File: src/rtl/axi4_switch_pkg.sv
// Shared helpers, beat type and illegal-use assertion macro for the AXI4 switch W-path stages.
`ifndef AXI4_SWITCH_PKG_SV
`define AXI4_SWITCH_PKG_SV

`define SW_ASSERT_NEVER(label, clk, rst, cond) \
    label: assert property (@(posedge clk) disable iff (rst) !(cond)) \
        else $error("axi4_switch: %m violated");

package axi4_switch_pkg;

    localparam int unsigned W_DW = 64;

    // Index width for a port count; a single port still needs one select bit.
    function automatic int unsigned clog2_min1(input int unsigned n);
        return (n > 1) ? $clog2(n) : 1;
    endfunction

    typedef struct packed {
        logic [W_DW-1:0]   data;
        logic [W_DW/8-1:0] strb;
        logic              last;
    } w_beat_t;

endpackage

`endif

File: src/rtl/order_fifo.sv
// Small ordering FIFO holding routing indices in AW-accepted order.
module order_fifo
    import axi4_switch_pkg::*;
#(
    parameter int unsigned WIDTH = 1,
    parameter int unsigned FD    = 4
) (
    input  logic             clk,
    input  logic             rst,
    input  logic             push_i,
    input  logic [WIDTH-1:0] data_i,
    input  logic             pop_i,
    output logic [WIDTH-1:0] head_o,
    output logic             empty_o,
    output logic             full_o
);

    localparam int unsigned PW = $clog2(FD);
    localparam int unsigned CW = $clog2(FD) + 1;

    logic [WIDTH-1:0] mem_q [FD];
    logic [PW-1:0]    wr_ptr_q, wr_ptr_d;
    logic [PW-1:0]    rd_ptr_q, rd_ptr_d;
    logic [CW-1:0]    count_q, count_d;

    assign empty_o = (count_q == '0);
    assign full_o  = (count_q == CW'(FD));
    assign head_o  = empty_o ? '0 : mem_q[rd_ptr_q];

    always_comb begin
        // NOTE: every next-state value gets a default first so no path infers a latch.
        wr_ptr_d = wr_ptr_q;
        rd_ptr_d = rd_ptr_q;
        count_d  = count_q;
        if (push_i) wr_ptr_d = wr_ptr_q + 1'b1;
        if (pop_i)  rd_ptr_d = rd_ptr_q + 1'b1;
        case ({push_i, pop_i})
            2'b10:   count_d = count_q + 1'b1;
            2'b01:   count_d = count_q - 1'b1;
            default: count_d = count_q;
        endcase
    end

    // NOTE: non-blocking assignments so every flop samples pre-edge values regardless of block order.
    always_ff @(posedge clk or posedge rst) begin
        if (rst) begin
            wr_ptr_q <= '0;
            rd_ptr_q <= '0;
            count_q  <= '0;
        end else begin
            wr_ptr_q <= wr_ptr_d;
            rd_ptr_q <= rd_ptr_d;
            count_q  <= count_d;
        end
    end

    // NOTE: storage has no reset; the reset counter marks it empty, so stale entries are never used.
    always_ff @(posedge clk) begin
        if (push_i) mem_q[wr_ptr_q] <= data_i;
    end

    `SW_ASSERT_NEVER(a_no_overflow, clk, rst, push_i && full_o)
    `SW_ASSERT_NEVER(a_no_underflow, clk, rst, pop_i && empty_o)

endmodule

File: src/rtl/axi4_wdata_router.sv
// W-channel router: steers master W bursts to slaves in the order their AWs were accepted.
module axi4_wdata_router
    import axi4_switch_pkg::*;
#(
    parameter int unsigned M     = 2,
    parameter int unsigned N     = 2,
    parameter int unsigned DW    = 64,
    parameter int unsigned FD    = 4,
    parameter int unsigned LOG_M = clog2_min1(M),
    parameter int unsigned LOG_N = clog2_min1(N)
) (
    input  logic             clk,
    input  logic             rst,
    input  logic [N-1:0]     aw_fire_i,
    input  logic [LOG_M-1:0] aw_src_i     [N],
    output logic [N-1:0]     aw_room_o,
    input  logic [M-1:0]     m_axi_wvalid,
    input  logic [DW-1:0]    m_axi_wdata  [M],
    input  logic [DW/8-1:0]  m_axi_wstrb  [M],
    input  logic [M-1:0]     m_axi_wlast,
    output logic [M-1:0]     m_axi_wready,
    output logic [N-1:0]     s_axi_wvalid,
    output logic [DW-1:0]    s_axi_wdata  [N],
    output logic [DW/8-1:0]  s_axi_wstrb  [N],
    output logic [N-1:0]     s_axi_wlast,
    input  logic [N-1:0]     s_axi_wready
);

    logic [M-1:0]     m_push, m_pop, m_empty, m_full, m_match;
    logic [LOG_N-1:0] m_push_tgt [M];
    logic [LOG_N-1:0] m_head     [M];

    logic [N-1:0]     s_pop, s_empty, s_full, s_match;
    logic [LOG_M-1:0] s_head [N];

    logic             aw_dup_src;

    for (genvar gi = 0; gi < M; gi++) begin : g_mfifo
        order_fifo #(.WIDTH(LOG_N), .FD(FD)) u_fifo (
            .clk     (clk),
            .rst     (rst),
            .push_i  (m_push[gi]),
            .data_i  (m_push_tgt[gi]),
            .pop_i   (m_pop[gi]),
            .head_o  (m_head[gi]),
            .empty_o (m_empty[gi]),
            .full_o  (m_full[gi])
        );
    end

    for (genvar gj = 0; gj < N; gj++) begin : g_sfifo
        order_fifo #(.WIDTH(LOG_M), .FD(FD)) u_fifo (
            .clk     (clk),
            .rst     (rst),
            .push_i  (aw_fire_i[gj]),
            .data_i  (aw_src_i[gj]),
            .pop_i   (s_pop[gj]),
            .head_o  (s_head[gj]),
            .empty_o (s_empty[gj]),
            .full_o  (s_full[gj])
        );
    end

    // Conservative admission: a pop in the same cycle does not free room early.
    always_comb begin
        for (int j = 0; j < N; j++) begin
            aw_room_o[j] = !s_full[j] && !m_full[aw_src_i[j]];
        end
    end

    // Master side: record each granted target and grant wready when both FIFO heads agree.
    always_comb begin
        m_push = '0;
        for (int i = 0; i < M; i++) begin
            m_push_tgt[i]   = '0;
            m_match[i]      = !m_empty[i] && !s_empty[m_head[i]] &&
                              (s_head[m_head[i]] == LOG_M'(i));
            m_axi_wready[i] = m_match[i] && s_axi_wready[m_head[i]];
            m_pop[i]        = m_axi_wready[i] && m_axi_wvalid[i] && m_axi_wlast[i];
        end
        for (int j = 0; j < N; j++) begin
            if (aw_fire_i[j]) begin
                m_push[aw_src_i[j]]     = 1'b1;
                m_push_tgt[aw_src_i[j]] = LOG_N'(j);
            end
        end
    end

    // Slave side: zero-latency mux from the matched master; idle slaves drive zeros.
    always_comb begin
        for (int j = 0; j < N; j++) begin
            s_match[j] = !s_empty[j] && !m_empty[s_head[j]] &&
                         (m_head[s_head[j]] == LOG_N'(j));
            if (s_match[j]) begin
                s_axi_wvalid[j] = m_axi_wvalid[s_head[j]];
                s_axi_wdata[j]  = m_axi_wdata[s_head[j]];
                s_axi_wstrb[j]  = m_axi_wstrb[s_head[j]];
                s_axi_wlast[j]  = m_axi_wlast[s_head[j]];
            end else begin
                s_axi_wvalid[j] = 1'b0;
                s_axi_wdata[j]  = '0;
                s_axi_wstrb[j]  = '0;
                s_axi_wlast[j]  = 1'b0;
            end
            s_pop[j] = s_axi_wvalid[j] && s_axi_wready[j] && s_axi_wlast[j];
        end
    end

    always_comb begin
        aw_dup_src = 1'b0;
        for (int a = 0; a < N; a++) begin
            for (int b = a + 1; b < N; b++) begin
                if (aw_fire_i[a] && aw_fire_i[b] && (aw_src_i[a] == aw_src_i[b])) aw_dup_src = 1'b1;
            end
        end
    end

    `SW_ASSERT_NEVER(a_aw_dup_src, clk, rst, aw_dup_src)
    `SW_ASSERT_NEVER(a_aw_no_room, clk, rst, |(aw_fire_i & ~aw_room_o))

endmodule
File: config.mk
export PLATFORM = sky130hd
export DESIGN_NAME = axi4_wdata_router
export DESIGN_NICKNAME = d
export VERILOG_FILES = /design/src/rtl/axi4_switch_pkg.sv /design/src/rtl/order_fifo.sv /design/src/rtl/axi4_wdata_router.sv
export SDC_FILE = /design/constraint.sdc
export NUM_CORES = 1
export LEC_CHECK = 0
export CAP_MARGIN = 10
export CORE_AREA = 2 2 121 123
export CTS_BUF_LIST = sky130_fd_sc_hd__clkbuf_8
export CTS_CLUSTER_SIZE = 25
export DETAILED_ROUTE_END_ITERATION = 10
export DIE_AREA = 0 0 123 125
export PLACE_DENSITY = 0.76
export SLEW_MARGIN = 20
export SYNTH_ARGS = -nofsm -noshare
export SYNTH_HDL_FRONTEND = slang
export SYNTH_SLANG_ARGS = --single-unit
File: constraint.sdc
create_clock -name clk -period 3.1 [get_ports clk]
set_input_delay 0.93 -clock clk [delete_from_list [all_inputs] [get_ports clk]]
set_output_delay 0.93 -clock clk [all_outputs]
set_load 0.1 [all_outputs]
==> flow_summary.json, run 1 <==
{
  "r2r_end": "g_mfifo[1].u_fifo.count_q[2]",
  "io_buffers": 307,
  "synth_ff_type": "dfrtp_1",
  "avgSynthCellArea_sq_um": 6.46,
  "yosys.area.top_type": "nand2_1",
  "ys_async_sr_fraction_pct": 63.6,
  "drtPass1Iterations": 5,
  "htree_num_levels": 2,
  "yosys_warnings": 0,
  "min_to": "g_sfifo[0].u_fifo.rd_ptr_q[1]",
  "preCtsSetupSlack_ps": -463,
  "wire_per_inst_um": 30.1,
  "worst_pin_slew_ps": 656,
  "critPathKind": "reg2out",
  "synth_top_area_share_pct": 24.9,
  "nFillCells": 507,
  "numClockSinks": 44,
  "synthXorXnorAreaFrac_pct": 4.67,
  "hp-class": "reg2reg",
  "maxCapViolations": 0,
  "finClkSkew_ps": 8.39,
  "synthCells": 697,
  "area_growth_syn_to_layout_pct": 185,
  "cpPeakStageDelay_ps": 600,
  "cts_tree": "yes",
  "final-hold-violation-count": 0,
  "worstPathCellList": "mux4_2 > buf_6 > nand2_4 > buf_16 > nand2_1 > a21oi_4 > buf_12",
  "die_y_um": 125,
  "crit_family": "multiplexers",
  "critPathSlowestCell": "mux4_2",
  "grt_overflow": 0,
  "ant_nets": 0,
  "multi_input_area_sq_mm": 0.00492,
  "clock-root-buffer": "clkbuf_8",
  "finalSetupViolCount": 151,
  "period_minus_slack_ps": 3680,
  "ys_types": 40,
  "failed_checks": "negative setup slack",
  "die_w_um": 123,
  "whs_path_depth": 1,
  "synth-simple-area-share_pct": 31.3,
  "reg2regPathDepth": 12,
  "clock.fmax_mhz": 272,
  "setup_ws_ps": -578,
  "setup_tns_ps": -37300,
  "grt_max_degree": 40,
  "cp.required_ps": 2170,
  "place_hpwl_um": 18200,
  "route.detailed.drc": 0,
  "ys_top_cells_by_area": "nand2_1 25%, a21oi_1 17%, dfrtp_1 16%",
  "r2r_start": "g_mfifo[1].u_fifo.rd_ptr_q[0]",
  "crit_path_end_kind": "output port",
  "io_pins": 308,
  "drv_slew": 0,
  "insertion_delay_ps": 310,
  "synth_compound_gate_area_share_pct": 20.0,
  "antenna_found_initial": 1,
  "start_util_pct": 31.7,
  "grt_pass1_vias": 7722,
  "std_cell_rows": 44,
  "status": "finished, violations left",
  "clkSlewWorstSetupHoldPaths_ps": 80,
  "synth_top_family_by_area": "simple AND/OR/NAND/NOR gates",
  "synth.area.mux_share_pct": 3.59,
  "path_buf_inv": 3,
  "synth-seq-cells": 44,
  "min_from": "g_sfifo[0].u_fifo.rd_ptr_q[1]",
  "post-route-period-util_pct": 119,
  "max_slew_margin_pct": 55.1,
  "place_congestion": 0.908,
  "dieArea_sq_mm": 0.0154,
  "vias": 7932,
  "grt_setup_unrepaired": "yes",
  "grt_pass1_wl_um": 48200,
  "synth_area_sq_mm": 0.00450,
  "finalNetCount": 1277,
  "wl_um": 38700,
  "hold_ws_ps": 491,
  "regArea_sq_mm": 0.00118,
  "placed_cell_area_sq_mm": 0.0104,
  "synth_fa_ha_area_share_pct": 7.34,
  "via_per_inst": 6.18,
  "worstSetupStartpointType": "flop",
  "stdcell_area_sq_mm": 0.0128,
  "core_sq_mm": 0.0142,
  "cp.arrival_ps": 2750,
  "yosysSeqAreaShare_pct": 26.2,
  "clockBufferDepth": 2,
  "critPathMaxFanout": 24,
  "grt_usage_pct": 41.9,
  "drive_gt1_share_pct": 46.2,
  "hold_buffers": 0,
  "cts_buffers": 5,
  "r2r_setup_slack_ps": -60,
  "synth_edf_count": 16,
  "synth_fp_nets": 877,
  "drt_iter0_drc": 811
}
[synthesized netlist by cell type (2+ instances only)]
master / count
nand2_1: 299
a21oi_1: 150
clkbuf_1: 36
dfrtp_1: 28
inv_1: 27
ha_1: 20
edfxtp_1: 16
and2_1: 15
xor2_1: 14
buf_2: 12
nor2_1: 11
xnor2_1: 10
mux2i_1: 6
fa_1: 4
mux4_2: 4
nor2b_1: 4
nor3_1: 4
nand3_1: 3
nor3b_1: 3
o21ai_0: 3
a211oi_1: 2
a21boi_0: 2
a221oi_1: 2
nand3b_1: 2
o21ai_1: 2
o31a_1: 2
o31ai_1: 2
or3_1: 2
[per-layer routing]
| layer | up-vias | wire [um] | global-route usage (%) |
|---|---|---|---|
| met5 | - | 0 | 0 |
| met4 | 0 | 3900 | 24.1 |
| met3 | 309 | 5470 | 17.4 |
| met2 | 740 | 17100 | 69.0 |
| met1 | 3784 | 12200 | 44.7 |
| li1 | 3099 | - | - |
[through the flow]
stage | instances | util [%]
floorplan | 697 | -
global placement | 1220 | 73.4
detailed placement | 1220 | 73.4
CTS | 1263 | 86.1
global route | 1282 | 90.4
finish | 1284 | 90.4
[cells in the final DEF, fill, tap and decap left out, drive strengths merged, types with 2 or more instances in the layout]
master and count:
a21oi 150, nor3b 3, edfxtp 16, a211oi 2
clkbuf 8, a2111oi 2, o21ai 5, and2 15
nand3 3, nand2 299, xor2 14, nor2 11
buf 283, nor3 4, diode 2, or3b 2
xnor2 10, mux4 4, dfrtp 28, or3 2
o31ai 2, nor2b 4, mux2i 6, dlymetal6s2s 2
a221oi 2, o31a 2, nand3b 2, inv 28
a21boi 2, ha 20, clkdlybuf4s50 149, dlygate4sd2 4
fa 4
[timing repair]
| action | in CTS | in global routing |
|---|---|---|
| resized for setup | 239 | 113 |
| cloned | 11 | 3 |
| buffers inserted | 26 | 24 |
| pin swaps | 37 | 47 |
| endpoints found under the setup margin | 154 | 156 |
[kinds of logic (layout without fill, tap and decap cells)]
family	count (synthesis)	count (layout)
other cells	0	2
buf+inv	76	477
xor+xnor	24	24
flops	44	44
compound gates	170	170
mux	11	11
fa+ha+maj	24	24
simple gates	348	348
[sequential cells by signal, summed over array words and instances (netlist names)]
name / cells
g_sfifo.u_fifo.wr_ptr_q: 4
g_sfifo.u_fifo.rd_ptr_q: 4
g_sfifo.u_fifo.mem_q: 8
g_mfifo.u_fifo.rd_ptr_q: 4
g_mfifo.u_fifo.wr_ptr_q: 4
g_mfifo.u_fifo.count_q: 6
g_sfifo.u_fifo.count_q: 6
g_mfifo.u_fifo.mem_q: 8
[worst max path at each step]
stage | endpoint | from | depth (start not counted)
after floorplan | s_axi_wdata[13] | g_sfifo[1].u_fifo.rd_ptr_q[0] | 7
after global placement | g_sfifo[0].u_fifo.count_q[2] | m_axi_wvalid[0] | 10
after detailed placement | g_sfifo[0].u_fifo.count_q[2] | m_axi_wvalid[0] | 10
after CTS | s_axi_wdata[89] | g_sfifo[0].u_fifo.rd_ptr_q[0] | 10
after global routing | s_axi_wdata[81] | g_mfifo[1].u_fifo.rd_ptr_q[0] | 7
final | s_axi_wdata[44] | g_sfifo[1].u_fifo.rd_ptr_q[0] | 7
[cell type report]
| cell class | count | share of cell area [%] |
|---|---|---|
| repair buffers | 442 | 49.2 |
| multi-input cells | 577 | 38.3 |
| flip-flops and latches | 44 | 9.19 |
| well taps | 184 | 1.79 |
| inverters | 27 | 0.789 |
| clock buffers | 5 | 0.536 |
| clock inverters | 3 | 0.127 |
| diodes | 2 | 0.0390 |
Power of run 1 is not shown: default switching activity piles up to over one toggle a cycle in this logic, so the estimate is an artifact.
==> inputs of run 2 (changes only) <==
--- a/config.mk
+++ b/config.mk
@@ -7,7 +7,6 @@
 export LEC_CHECK = 0
 export CAP_MARGIN = 10
 export CORE_AREA = 2 2 121 123
-export CTS_BUF_LIST = sky130_fd_sc_hd__clkbuf_8
 export CTS_CLUSTER_SIZE = 25
 export DETAILED_ROUTE_END_ITERATION = 10
 export DIE_AREA = 0 0 123 125
==> run 2 against run 1 <==
Compared with the run above:
- the flow still finishes with violations (negative setup slack)
- non-clock buffer count fell by 7
- core utilization shrank 2.0 points
- first-iteration DRC count decreased by 10%
- worst hold slack worse by 1.9 ps
- via count down 4.9%
- largest cell class unchanged
==> flow_summary.json, run 2 (synthesized netlist as in run 1, its figures left out) <==
{
  "status": "finished, violations left",
  "failed_checks": "negative setup slack",
  "grt_max_degree": 40,
  "clock.fmax_mhz": 292,
  "io_pins": 308,
  "std_cell_rows": 44,
  "r2r_setup_slack_ps": -50,
  "finClkSkew_ps": 8.04,
  "core_sq_mm": 0.0142,
  "place_hpwl_um": 18200,
  "setup_tns_ps": -33180,
  "nFillCells": 572,
  "r2r_end": "g_sfifo[1].u_fifo.count_q[2]",
  "maxCapViolations": 0,
  "post-place-cells": 1220,
  "place_congestion": 0.908,
  "clockBufferDepth": 2,
  "vias": 7546,
  "insertion_delay_ps": 290,
  "whs_path_depth": 1,
  "numClockSinks": 44,
  "wire_per_inst_um": 27.0,
  "cp.required_ps": 2170,
  "setup_ws_ps": -326,
  "worstSetupStartpointType": "flop",
  "reg_top3": "g_mfifo.u_fifo.mem_q (8), g_sfifo.u_fifo.mem_q (8)",
  "preCtsSetupSlack_ps": -463,
  "hp-class": "reg2reg",
  "final_common_cell": "nand2_1",
  "wl_um": 34500,
  "finalNetCount": 1270,
  "antenna_found_initial": 2,
  "cts_tree": "yes",
  "die_y_um": 125,
  "critPathKind": "reg2out",
  "clkSlewWorstSetupHoldPaths_ps": 60,
  "drive_gt1_share_pct": 44.0,
  "worstPathCellList": "mux4_2 > nor3b_2 > o21ai_4 > buf_6 > buf_16 > buf_4 > a21oi_4 > buf_12",
  "cp.arrival_ps": 2500,
  "reg2regPathDepth": 11,
  "max_slew_margin_pct": 65.8,
  "via_per_inst": 5.91,
  "ant_nets": 0,
  "layout_common_cells": "283 x nand2_1, 177 x buf_12, 149 x clkdlybuf4s50_1",
  "die_w_um": 123,
  "final-hold-violation-count": 0,
  "crit_path_end_kind": "output port",
  "drtPass1Iterations": 7,
  "critPathSlowestCell": "mux4_2",
  "cpPeakStageDelay_ps": 580,
  "grt_setup_unrepaired": "yes",
  "hold_ws_ps": 490,
  "start_util_pct": 31.7,
  "htree_num_levels": 2,
  "cts_buffers": 5,
  "r2r_start": "g_sfifo[1].u_fifo.mem_q[0]",
  "clock-root-buffer": "clkbuf_16",
  "critPathMaxFanout": 6,
  "route.detailed.drc": 0,
  "post-route-period-util_pct": 111,
  "drt_iter0_drc": 728,
  "grt_overflow": 0,
  "io_buffers": 307,
  "grt_usage_pct": 40.8,
  "min_to": "g_sfifo[0].u_fifo.rd_ptr_q[1]",
  "min_from": "g_sfifo[0].u_fifo.rd_ptr_q[1]",
  "worst_pin_slew_ps": 501,
  "dieArea_sq_mm": 0.0154,
  "finalSetupViolCount": 152,
  "drv_slew": 0,
  "layoutNonFillerInstCount": 1277,
  "area_growth_syn_to_layout_pct": 179,
  "grt_pass1_wl_um": 47200,
  "grt_pass1_vias": 7662,
  "period_minus_slack_ps": 3430
}
## run 2: cell types whose count changed in the layout (fill, tap and decap cells not counted), moves of 5 or more
cell	before	now
nand2_2	20	12
a21oi_4	131	121
nand2_4	16	4
buf_6	21	16
a21oi_2	12	25
nand2_1	262	283
clkbuf_8	5	0
## run 2: layout make-up
class	instances	area, sq um	area share, %
Inverter	27	101	0.807
Multi-Input combinational cell	577	4710	37.5
Antenna cell	2	5.00	0.0398
Sequential cell	44	1180	9.40
Tap cell	184	230	1.83
Clock inverter	2	12.5	0.0996
Timing Repair Buffer	435	6190	49.3
Clock buffer	6	129	1.03
## run 2: worst max-delay path by stage
stage | startpoint | end | slack (ps)
4_1_cts | g_sfifo[0].u_fifo.rd_ptr_q[0] | s_axi_wdata[89] | -250
3_5_place_dp | m_axi_wvalid[0] | g_sfifo[0].u_fifo.count_q[2] | -460
5_1_grt | g_mfifo[1].u_fifo.rd_ptr_q[0] | s_axi_wdata[98] | -380
6_report | g_mfifo[1].u_fifo.rd_ptr_q[0] | s_axi_wdata[94] | -330
2_1_floorplan | g_sfifo[1].u_fifo.rd_ptr_q[0] | s_axi_wdata[13] | -890
3_3_place_gp | m_axi_wvalid[0] | g_sfifo[0].u_fifo.count_q[2] | -340
## run 2: repair_timing
action,in CTS,in global routing
buffers inserted,26,14
setup endpoints to repair,153,155
pin swaps,35,16
hold buffers,0,0
gates resized for setup,236,55
cloned,11,2
## run 2: worst max-delay path, delay by kind of cell, from the launching register on
kind            cells  cell delay, ps
compound gates      2             330
buf+inv             4             640
flops               1             380
mux                 1             580
simple gates        1             260
## run 2: metrics by stage
stage	instance area [sq um]	util [%]
detailed placement	10400	73.4
CTS	12300	86.4
floorplan	4970	-
finish	12600	88.4
global placement	10400	73.4
global route	12600	88.4
## run 2: per-layer routing
| layer | GRT usage [%] | routed length, um | vias up |
|---|---|---|---|
| li1 | - | - | 3073 |
| met1 | 44.8 | 11400 | 3588 |
| met2 | 68.2 | 16100 | 658 |
| met3 | 14.6 | 4090 | 227 |
| met4 | 21.9 | 2890 | 0 |
| met5 | 0 | 0 | - |
Power of run 2 is left out for the same reason.
==> inputs of run 3 (changes only) <==
--- a/config.mk
+++ b/config.mk
@@ -6,12 +6,14 @@
 export NUM_CORES = 1
 export LEC_CHECK = 0
 export CAP_MARGIN = 10
-export CORE_AREA = 2 2 121 123
+export CORE_AREA = 2 2 118 120
 export CTS_CLUSTER_SIZE = 25
 export DETAILED_ROUTE_END_ITERATION = 10
-export DIE_AREA = 0 0 123 125
-export PLACE_DENSITY = 0.76
+export DIE_AREA = 0 0 120 122
+export PLACE_DENSITY = 0.8
+export SKIP_LAST_GASP = 1
 export SLEW_MARGIN = 20
 export SYNTH_ARGS = -nofsm -noshare
 export SYNTH_HDL_FRONTEND = slang
+export SYNTH_HIERARCHICAL = 1
 export SYNTH_SLANG_ARGS = --single-unit
==> run 3 against run 2 <==
Compared with the run above:
- the flow still finishes with violations (negative setup slack)
- area after synthesis rose by 2.4%
- core utilization decreased by 2.5 points
- non-clock buffer count is 56 lower
- largest cell class unchanged
==> flow_summary.json, run 3 <==
{
  "max_slew_margin_pct": 62.8,
  "insertion_delay_ps": 290,
  "synth-seq-cells": 44,
  "layout_common_cells": "164 x buf_12, 155 x clkdlybuf4s50_1, 150 x mux2i_1",
  "ys_async_sr_fraction_pct": 63.6,
  "worstSetupStartpointType": "flop",
  "setup_ws_ps": -470,
  "cts_buffers": 5,
  "maxCapViolations": 0,
  "status": "finished, violations left",
  "drtPass1Iterations": 4,
  "grt_max_degree": 32,
  "clkSlewWorstSetupHoldPaths_ps": 60,
  "yosysSeqAreaShare_pct": 25.6,
  "numClockSinks": 44,
  "final-hold-violation-count": 0,
  "finClkSkew_ps": 7.70,
  "finalSetupViolCount": 153,
  "hold_buffers": 0,
  "reg_top3": "g_mfifo.u_fifo/mem_q (8), g_sfifo.u_fifo/mem_q (8)",
  "cp.required_ps": 2170,
  "via_per_inst": 5.36,
  "post-route-period-util_pct": 115,
  "area_growth_syn_to_layout_pct": 152,
  "yosys_warnings": 6,
  "core_sq_mm": 0.0135,
  "antenna_found_initial": 2,
  "synth_top_cells_by_count": "153 x nor2_1, 152 x mux2i_1, 32 x inv_1, 28 x dfrtp_1",
  "nFillCells": 624,
  "setup_tns_ps": -58840,
  "ys_top_cells_by_area": "mux2i_1 33%, dfrtp_1 15%, nor2_1 12%",
  "grt_usage_pct": 31.3,
  "failed_checks": "negative setup slack",
  "multi_input_area_sq_mm": 0.00446,
  "placed_cell_area_sq_mm": 0.0111,
  "grt_pass1_vias": 5785,
  "die_y_um": 122,
  "utilization_pct": 86.0,
  "layoutNonFillerInstCount": 1067,
  "critPathKind": "reg2out",
  "yosysMostFrequentCell": "nor2_1",
  "grt_overflow": 0,
  "drive_gt1_share_pct": 46.8,
  "cp.arrival_ps": 2640,
  "vias": 5722,
  "place_congestion": 0.893,
  "clockBufferDepth": 2,
  "drv_slew": 0,
  "clock.fmax_mhz": 280,
  "place_hpwl_um": 19500,
  "regArea_sq_mm": 0.00118,
  "synth_edf_count": 16,
  "synth_area_sq_mm": 0.00461,
  "ant_nets": 0,
  "post-place-cells": 1039,
  "stdcell_area_sq_mm": 0.0116,
  "avgSynthCellArea_sq_um": 8.69,
  "clock-root-buffer": "clkbuf_16",
  "period_minus_slack_ps": 3570,
  "wire_per_inst_um": 25.5,
  "crit_path_end_kind": "output port",
  "htree_num_levels": 2,
  "drt_iter0_drc": 266,
  "ys_types": 31,
  "yosys.area.top_type": "mux2i_1",
  "route.detailed.drc": 0,
  "std_cell_rows": 43,
  "die_w_um": 120,
  "hp-class": "reg2reg",
  "grt_pass1_wl_um": 34800,
  "synth_ff_type": "dfrtp_1",
  "grt_setup_unrepaired": "yes",
  "io_buffers": 307,
  "io_pins": 308,
  "cts_tree": "yes",
  "worst_pin_slew_ps": 542,
  "finalNetCount": 1065,
  "synth_fp_nets": 710,
  "wl_um": 27300,
  "final_common_cell": "buf_12",
  "synthCells": 530,
  "synth_top_area_share_pct": 33.0,
  "start_util_pct": 34.1,
  "dieArea_sq_mm": 0.0146,
  "critPathMaxFanout": 7
}
run 3: cell count changes after synthesis, sizes merged, moves of 15 or more:
cell and change:
clkbuf -30, mux2i +146, nand2 -290, nor2 +142, buf +15, a21oi -150
run 3: per-layer routing:
metal  global-route usage (%)  up-vias  wire [um]
met3                     7.77       83       1700
met4                     12.7        2       1260
met1                     33.5     2897       9380
met2                     58.8      250      14900
li1                         -     2490          -
met5                        0        -         13
run 3: what timing repair did:
| action | in CTS | in global routing |
|---|---|---|
| resized for setup | 16 | 11 |
| cloned | 3 | 8 |
| pin swaps | 2 | 10 |
| buffers inserted | 3 | 5 |
| endpoints found under the setup margin | 153 | 156 |
run 3: layout make-up:
class	count	area share (%)
timing repair buffer	379	47.1
multi-input combinational	423	38.4
sequential	44	10.2
tap	180	1.94
clock buffer	7	1.23
inverter	32	1.03
clock inverter	1	0.0647
antenna	1	0.0216
run 3: final timing paths:
path / start / end / slack, ps / cells past startpoint
max in group asynchronous: rst / g_sfifo[0].u_fifo/wr_ptr_q[0] / 1760 / 2
max reg2reg: g_sfifo[0].u_fifo/rd_ptr_q[0] / g_sfifo[0].u_fifo/count_q[2] / -210 / 11
min reg2reg: g_mfifo[1].u_fifo/count_q[2] / g_mfifo[1].u_fifo/count_q[2] / 500 / 1
min: g_mfifo[1].u_fifo/count_q[2] / g_mfifo[1].u_fifo/count_q[2] / 500 / 1
min in group asynchronous: rst / g_mfifo[1].u_fifo/count_q[2] / 1040 / 2
max: g_sfifo[0].u_fifo/rd_ptr_q[0] / s_axi_wdata[83] / -470 / 7
run 3: logic make-up (layout without fill, tap and decap cells):
group,count (synthesis),in the layout,synth area share [%]
AOI/OAI and AO/OA,12,15,1.79
and+or+nand+nor,204,204,19.9
adders and majority gates,24,24,7.17
other,0,1,0
DFF,44,44,25.6
buffers and inverters,66,419,6.00
muxes,156,156,35.0
xor gates and xnor gates,24,24,4.56
run 3: worst max-delay path, stage by stage (launching register included):
cell and delay (ps):
dfrtp_1 420, mux4_2 380, nor2b_4 260, or3b_4 450, a21o_4 320, clkbuf_16 200, nor2_4 120, buf_12 180
run 3: through the flow:
stage | setup WS (ps) | hold slack (ps)
after global routing | -484 | 519
after detailed placement | -204 | 482
after CTS | -365 | 494
final | -470 | 502
after floorplan | -639 | 453
after global placement | -152 | 468
Power of run 3 is left out for the same reason.
